File: src/rtl/jt51_logsin_dec_if.sv
// jt51_logsin_dec_if: bus between the operator phase source, the log-sine
// decode stage and its external phase ROM.
//   phase_in/vld_in : operator phase and its valid (source -> stage)
//   rom_addr        : quarter-wave ROM row address (stage -> ROM)
//   rom_ph          : registered ROM row (ROM -> stage)
//   logsin/sign     : saturated log-attenuation and waveform sign
//   vld_out         : logsin/sign valid
// The slave modport is the decode stage; the master modport is its environment.
interface jt51_logsin_dec_if #(
  parameter int OUTW = 10,
  parameter int ROMW = 46
);
  logic [9:0]      phase_in;
  logic            vld_in;
  logic [4:0]      rom_addr;
  logic [ROMW-1:0] rom_ph;
  logic [OUTW-1:0] logsin;
  logic            sign;
  logic            vld_out;

  modport slave (
    input  phase_in, vld_in, rom_ph,
    output rom_addr, logsin, sign, vld_out
  );

  modport master (
    output phase_in, vld_in, rom_ph,
    input  rom_addr, logsin, sign, vld_out
  );
endinterface

File: src/rtl/jt51_logsin_dec.sv
// jt51_logsin_dec: operator-path stage around the 32x46 log-sine phase ROM.
// Folds a 10-bit phase to a quarter wave, addresses the ROM, then decodes the
// returned row into a saturated log-attenuation plus sign.
// Ports:
//   clk   : system clock
//   rst_n : asynchronous active-low reset
//   cen   : clock enable, every register advances only when high
//   bus   : jt51_logsin_dec_if.slave (phase in, ROM addr/row, logsin out)
// Latency is three cen cycles, one sample accepted per cen cycle.
module jt51_logsin_dec #(
  parameter int OUTW = 10,
  parameter int ROMW = 46
) (
  input  logic clk,
  input  logic rst_n,
  input  logic cen,
  jt51_logsin_dec_if.slave bus
);

  localparam int STAGES = 3;
  localparam logic [11:0] SATV = 12'((1 << OUTW) - 1);

  // The row layout below is hard-wired to 46 bits.
  if (ROMW != 46) begin : g_romw_chk
    $error("jt51_logsin_dec: ROMW must be 46");
  end

  logic [7:0]        q, q1;
  logic              sg1, sg2;
  logic [1:0]        sel2;
  logic              lo2;
  logic [STAGES:1]   vld_pipe;
  logic [OUTW-1:0]   logsin_r;
  logic              sign_r;

  logic [9:0]        base;
  logic [3:0][8:0]   fld;
  logic [11:0]       sum;

  // Quarter-wave fold: the mirrored quarter reads the table backwards.
  always_comb q = bus.phase_in[8] ? ~bus.phase_in[7:0] : bus.phase_in[7:0];

  // S1: fold register; S2: side-band aligned with the ROM's own register.
  always_ff @(posedge clk or negedge rst_n) begin
    if (!rst_n) begin
      q1       <= '0;
      sg1      <= 1'b0;
      sel2     <= '0;
      lo2      <= 1'b0;
      sg2      <= 1'b0;
      vld_pipe <= '0;
    end else if (cen) begin
      q1       <= q;
      sg1      <= bus.phase_in[9];
      sel2     <= q1[7:6];
      lo2      <= q1[0];
      sg2      <= sg1;
      vld_pipe <= {vld_pipe[STAGES-1:1], bus.vld_in};
    end
  end

  assign bus.rom_addr = q1[5:1];

  // Row layout: base in [45:36], then four 9-bit offsets, field 0 highest.
  assign base = bus.rom_ph[45:36];
  for (genvar k = 0; k < 4; k++) begin : g_fld
    assign fld[k] = bus.rom_ph[35-9*k -: 9];
  end

  // Full-width sum so the saturation compare sees any carry out of OUTW bits.
  always_comb sum = {2'b00, base} + {3'b000, fld[sel2]} + {11'd0, lo2};

  // S3: saturate and register outputs.
  always_ff @(posedge clk or negedge rst_n) begin
    if (!rst_n) begin
      logsin_r <= '0;
      sign_r   <= 1'b0;
    end else if (cen) begin
      logsin_r <= (sum > SATV) ? SATV[OUTW-1:0] : sum[OUTW-1:0];
      sign_r   <= sg2;
    end
  end

  assign bus.logsin  = logsin_r;
  assign bus.sign    = sign_r;
  assign bus.vld_out = vld_pipe[STAGES];

endmodule

File: src/flat_wrapper.sv
// flat-port wrapper written by rule: the top's interface ports become plain ports
module jt51_logsin_dec_flat 
#(
  parameter int OUTW = 10,
  parameter int ROMW = 46
)
  (clk, rst_n, cen, bus_phase_in, bus_vld_in, bus_rom_ph, bus_rom_addr, bus_logsin, bus_sign, bus_vld_out);
  jt51_logsin_dec_if #(.OUTW(OUTW), .ROMW(ROMW)) bus_i ();
  input  logic clk;
  input  logic rst_n;
  input  logic cen;
  input wire logic [$bits(bus_i.phase_in)-1:0] bus_phase_in;
  input wire logic [$bits(bus_i.vld_in)-1:0] bus_vld_in;
  input wire logic [$bits(bus_i.rom_ph)-1:0] bus_rom_ph;
  output wire logic [$bits(bus_i.rom_addr)-1:0] bus_rom_addr;
  output wire logic [$bits(bus_i.logsin)-1:0] bus_logsin;
  output wire logic [$bits(bus_i.sign)-1:0] bus_sign;
  output wire logic [$bits(bus_i.vld_out)-1:0] bus_vld_out;
  assign bus_i.phase_in = bus_phase_in;
  assign bus_i.vld_in = bus_vld_in;
  assign bus_i.rom_ph = bus_rom_ph;
  assign bus_rom_addr = bus_i.rom_addr;
  assign bus_logsin = bus_i.logsin;
  assign bus_sign = bus_i.sign;
  assign bus_vld_out = bus_i.vld_out;
  jt51_logsin_dec #(.OUTW(OUTW), .ROMW(ROMW)) u_core (.clk(clk), .rst_n(rst_n), .cen(cen), .bus(bus_i));
endmodule
File: config.mk
export PLATFORM = sky130hd
export DESIGN_NAME = jt51_logsin_dec_flat
export DESIGN_NICKNAME = d
export VERILOG_FILES = /design/src/rtl/jt51_logsin_dec_if.sv /design/src/rtl/jt51_logsin_dec.sv /design/src/flat_wrapper.sv
export SDC_FILE = /design/constraint.sdc
export NUM_CORES = 1
export LEC_CHECK = 0
export CAP_MARGIN = 20
export CORE_MARGIN = 2
export CORE_UTILIZATION = 45
export DETAILED_ROUTE_END_ITERATION = 8
export DONT_BUFFER_PORTS = 1
export GPL_TIMING_DRIVEN = 1
export HOLD_SLACK_MARGIN = 0.12
export REMOVE_ABC_BUFFERS = 1
export SLEW_MARGIN = 0
export SYNTH_ARGS = -nofsm -noshare
export SYNTH_HDL_FRONTEND = slang
export SYNTH_SLANG_ARGS = --single-unit
File: constraint.sdc
create_clock -name clk -period 8.05 [get_ports clk]
set_input_delay 0.805 -clock clk [delete_from_list [all_inputs] [get_ports clk]]
set_output_delay 0.805 -clock clk [all_outputs]
set_load 0.05 [all_outputs]
==> run_results.csv <==
group,metric,value,unit
global_routing,global_route.usage.total,0.1693,
floorplanning,die_x,70.11,um
status,run_status,"finished, final reports clean",
setup_path,path_class,"reg2reg",
synthesis,synthTopCellsByArea,"sky130_fd_sc_hd__dfrtp_1 (34%), sky130_fd_sc_hd__mux4_2 (10%), sky130_fd_sc_hd__ha_1 (7.0%)",
setup_path,critical_path_arrival,3.94,ns
drt,drt_pre_antenna_iters,4,
final_layout,ff_latch_area,675.6,um^2
power,cell_internal_pwr,312.6,uW
synthesis,netlist.area_leader.share,0.3435,
setup_path,setup.worst_path.end_class,"flop",
setup_path,cp_data_required_time,8.19,ns
worst_hold_path,type_of_the_tightest_min_delay_check,"in2async",
placed_design,routability_congestion_estimate,0.7572,
power,comb_power_share,0.373,
timing,post-route-worst-setup-slack,4.253,ns
synthesis,syn_warnings,0,
floorplanning,coreArea,0.004294,mm^2
clock_network,cts_hold_repair.buffers,0,
drt,drt.antenna.violating_nets,0,
power,share_of_power_burned_in_the_clock_network,0.124,
timing,tightest_slew,0.5573,ns
floorplanning,initial_cell_density_of_the_core,0.4580,
final_layout,finalNetCount,256,
synthesis,synth.yosys.seq_area_share,0.3435,
power,p_sw,294.8,uW
power,seq_power_share,0.503,
drt,totalWireLength,4.022,mm
floorplanning,floorplan.die_area,0.004915,mm^2
clock_network,cts.htree.levels,1,
synthesis,yosys_register_bits,27,
setup_path,crit_path_max_fanout,10,
drt,remaining_drc_errors,0,
timing,min_period_over_period,0.4716,
synthesis,synth_cell_type_count,45,
timing,post-route-min-period,3.797,ns
run,cap_violations,0,
global_routing,grt_overflow_total,0,
clock_network,clkTransAtPathRegs,0.09,ns
final_layout,layout.filler_cells,401,
clock_network,cts_bufs_inserted,3,
final_layout,diodes,0,
timing,timing.final.hold_violations,0,
clock_network,cts_tree,"built",
floorplanning,die_height,70.11,um
final_layout,layout_commonest_cell,"sky130_fd_sc_hd__dfrtp_1",
power,power_leakage,0.0008138,uW
clock_network,cts.repair.resized,0,
global_routing,initial_antenna_violation_count,0,
placed_design,post-place-ws,4.207,ns
floorplanning,rows,24,
clock_network,clock_latency,0.27,ns
synthesis,synth_cells,191,
synthesis,postSynthAreaPerCell,10.30,um^2
placed_design,dp_hpwl,3.277,mm
power,max-vdd-ir-drop,0.1066,mV
drt,detailedRoute.firstIterationViolations,26,
setup_path,critPathLaunchType,"flop",
timing,worst_slew_margin_rel,0.6285,
final_layout,post_route_cells_drive_above_1_share,0.1694,
global_routing,global_route_wire_length_before_repair,6.865,mm
timing,fmaxAchievable,263.4,MHz
timing,clock-skew-final,0.006583,ns
global_routing,first_global_vias,1537,
drt,detail_route.vias_per_cell,5.936,
floorplanning,top_level_ports,77,
clock_network,clock_sinks,27,
final_layout,most-common-layout-cells,"sky130_fd_sc_hd__dfrtp_1 (27), sky130_fd_sc_hd__nor2_1 (23), sky130_fd_sc_hd__a21oi_1 (21)",
drt,via_count,1395,
final_layout,multiInputGateArea,0.001197,mm^2
synthesis,post_synth_instance_area,0.001967,mm^2
global_routing,maximum_number_of_pins_on_one_net_before_global_route_repair,37,
power,power_switching_share,0.4853,
power,p_per_area,301.5,mW/mm^2
synthesis,synth_top_cell_by_area,"sky130_fd_sc_hd__dfrtp_1",
timing,grt_setup_unrepaired,"false",
drt,routed_wire_length_per_instance,17.11,um
clock_network,max_clock_buf_depth,2,
placed_design,numPortBuffers,0,
final_layout,layout-area-overhead-vs-synth,2.417,%
clock_network,clock-root-buffer,"sky130_fd_sc_hd__clkbuf_8",
timing,total_setup_violations_reported_at_the_end_of_the_flow,0,
timing,final_max_slew_viol_count,0,
timing,setup_tns,0,ns
clock_network,cts_setup_buffers,0,
area by class of cell:
cell class,instances,share of cell area
well taps,52,0.03230
flip-flops and latches,27,0.3354
inverters,8,0.01491
multi-input cells,144,0.5944
clock inverters,1,0.002484
clock buffers,3,0.02050
cells by family (layout without fill, tap and decap cells):
logic type	count (synthesis)	in the layout	share of synthesized area
and+or+nand+nor	50	50	0.1260
AOI/OAI and AO/OA	43	43	0.1527
DFF	27	27	0.3435
muxes	20	20	0.1654
buffers and inverters	20	12	0.04772
xor gates and xnor gates	19	19	0.08461
adders and majority gates	12	12	0.08015
worst paths after layout:
check / depth (start not counted) / slack [ns] / startpoint / endpoint
worst min register to register: 1 / 0.51 / u_core.sg2$_DFFE_PN0P_ / u_core.sg2$_DFFE_PN0P_
worst max register to register: 9 / 4.25 / u_core.sel2[0]$_DFFE_PN0P_ / u_core.bus.logsin[0]$_DFFE_PN0P_
max in group asynchronous: 0 / 7.75 / rst_n / u_core.sel2[0]$_DFFE_PN0P_
worst max-delay path: 9 / 4.25 / u_core.sel2[0]$_DFFE_PN0P_ / u_core.bus.logsin[0]$_DFFE_PN0P_
min in group clk: 1 / 0.51 / u_core.sg2$_DFFE_PN0P_ / u_core.sg2$_DFFE_PN0P_
worst min-delay path: 0 / 0.21 / rst_n / u_core.bus.logsin[8]$_DFFE_PN0P_
registers in the layout (all words and copies together), names as in the netlist:
name	flops
u_core.bus.sign	1
u_core.lo2	1
u_core.sel2	2
u_core.sg2	1
u_core.vld_pipe	3
u_core.q1	8
u_core.sg1	1
u_core.bus.logsin	10
metal layers:
metal	up-vias	wire, um	global-route usage
li1	683	-	-
met2	52	1992	0.2952
met4	0	12	0.02778
met5	-	0	0
met1	658	1700	0.2047
met3	2	317	0.06061
worst max-delay path: stages, from the launching register on:
cell and delay [ns]:
sky130_fd_sc_hd__dfrtp_1 0.69, sky130_fd_sc_hd__mux4_2 0.57, sky130_fd_sc_hd__ha_1 0.38, sky130_fd_sc_hd__a21o_1 0.27, sky130_fd_sc_hd__a221oi_1 0.34, sky130_fd_sc_hd__a21bo_2 0.29, sky130_fd_sc_hd__a31oi_1 0.34, sky130_fd_sc_hd__o21ai_0 0.16
sky130_fd_sc_hd__o2bb2ai_1 0.48, sky130_fd_sc_hd__a21oi_1 0.15
Yosys cell counts, drive strengths merged:
cell type	n
and2b	1
or4	1
and3	2
nor4b	1
a221oi	1
a31oi	1
mux2i	1
a21o	1
ha	11
o2bb2ai	1
a31o	1
a211oi	1
a21bo	1
nand3	3
buf	7
clkbuf	5
nand4	3
nand3b	1
nand4b	1
o22ai	2
dfrtp	27
a21oi	22
nand2	7
nand2b	1
a2111o	2
or3	1
nor2b	1
mux2	10
fa	1
inv	8
o311ai	1
xor2	4
nor4	2
o221a	1
nor2	23
o21ai	5
xnor2	15
o221ai	3
mux4	9
or2	2
power groups by stage:
stage | registers (uW) | clock network (uW) | logic (uW)
floorplan | 301 | 0 | 188
global placement | 309 | 0 | 218
detailed placement | 310 | 0 | 225
CTS | 308 | 78.5 | 227
global route | 312 | 83.3 | 255
finish | 306 | 75.4 | 226
per-stage QoR:
step | total power [uW] | area (um^2) | util | std cells | hold slack [ns]
2_1_floorplan | 489.4 | 1903 | - | 179 | 0.4749
3_3_place_gp | 526.7 | 1968 | 0.4583 | 231 | 0.4846
3_5_place_dp | 535.3 | 1968 | 0.4583 | 231 | 0.4948
4_1_cts | 612.8 | 2014 | 0.4691 | 235 | 0.2094
5_1_grt | 650.4 | 2014 | 0.4691 | 235 | 0.2018
6_report | 607.4 | 2014 | 0.4691 | 235 | 0.2148
Power figures use the tool's default switching activity.
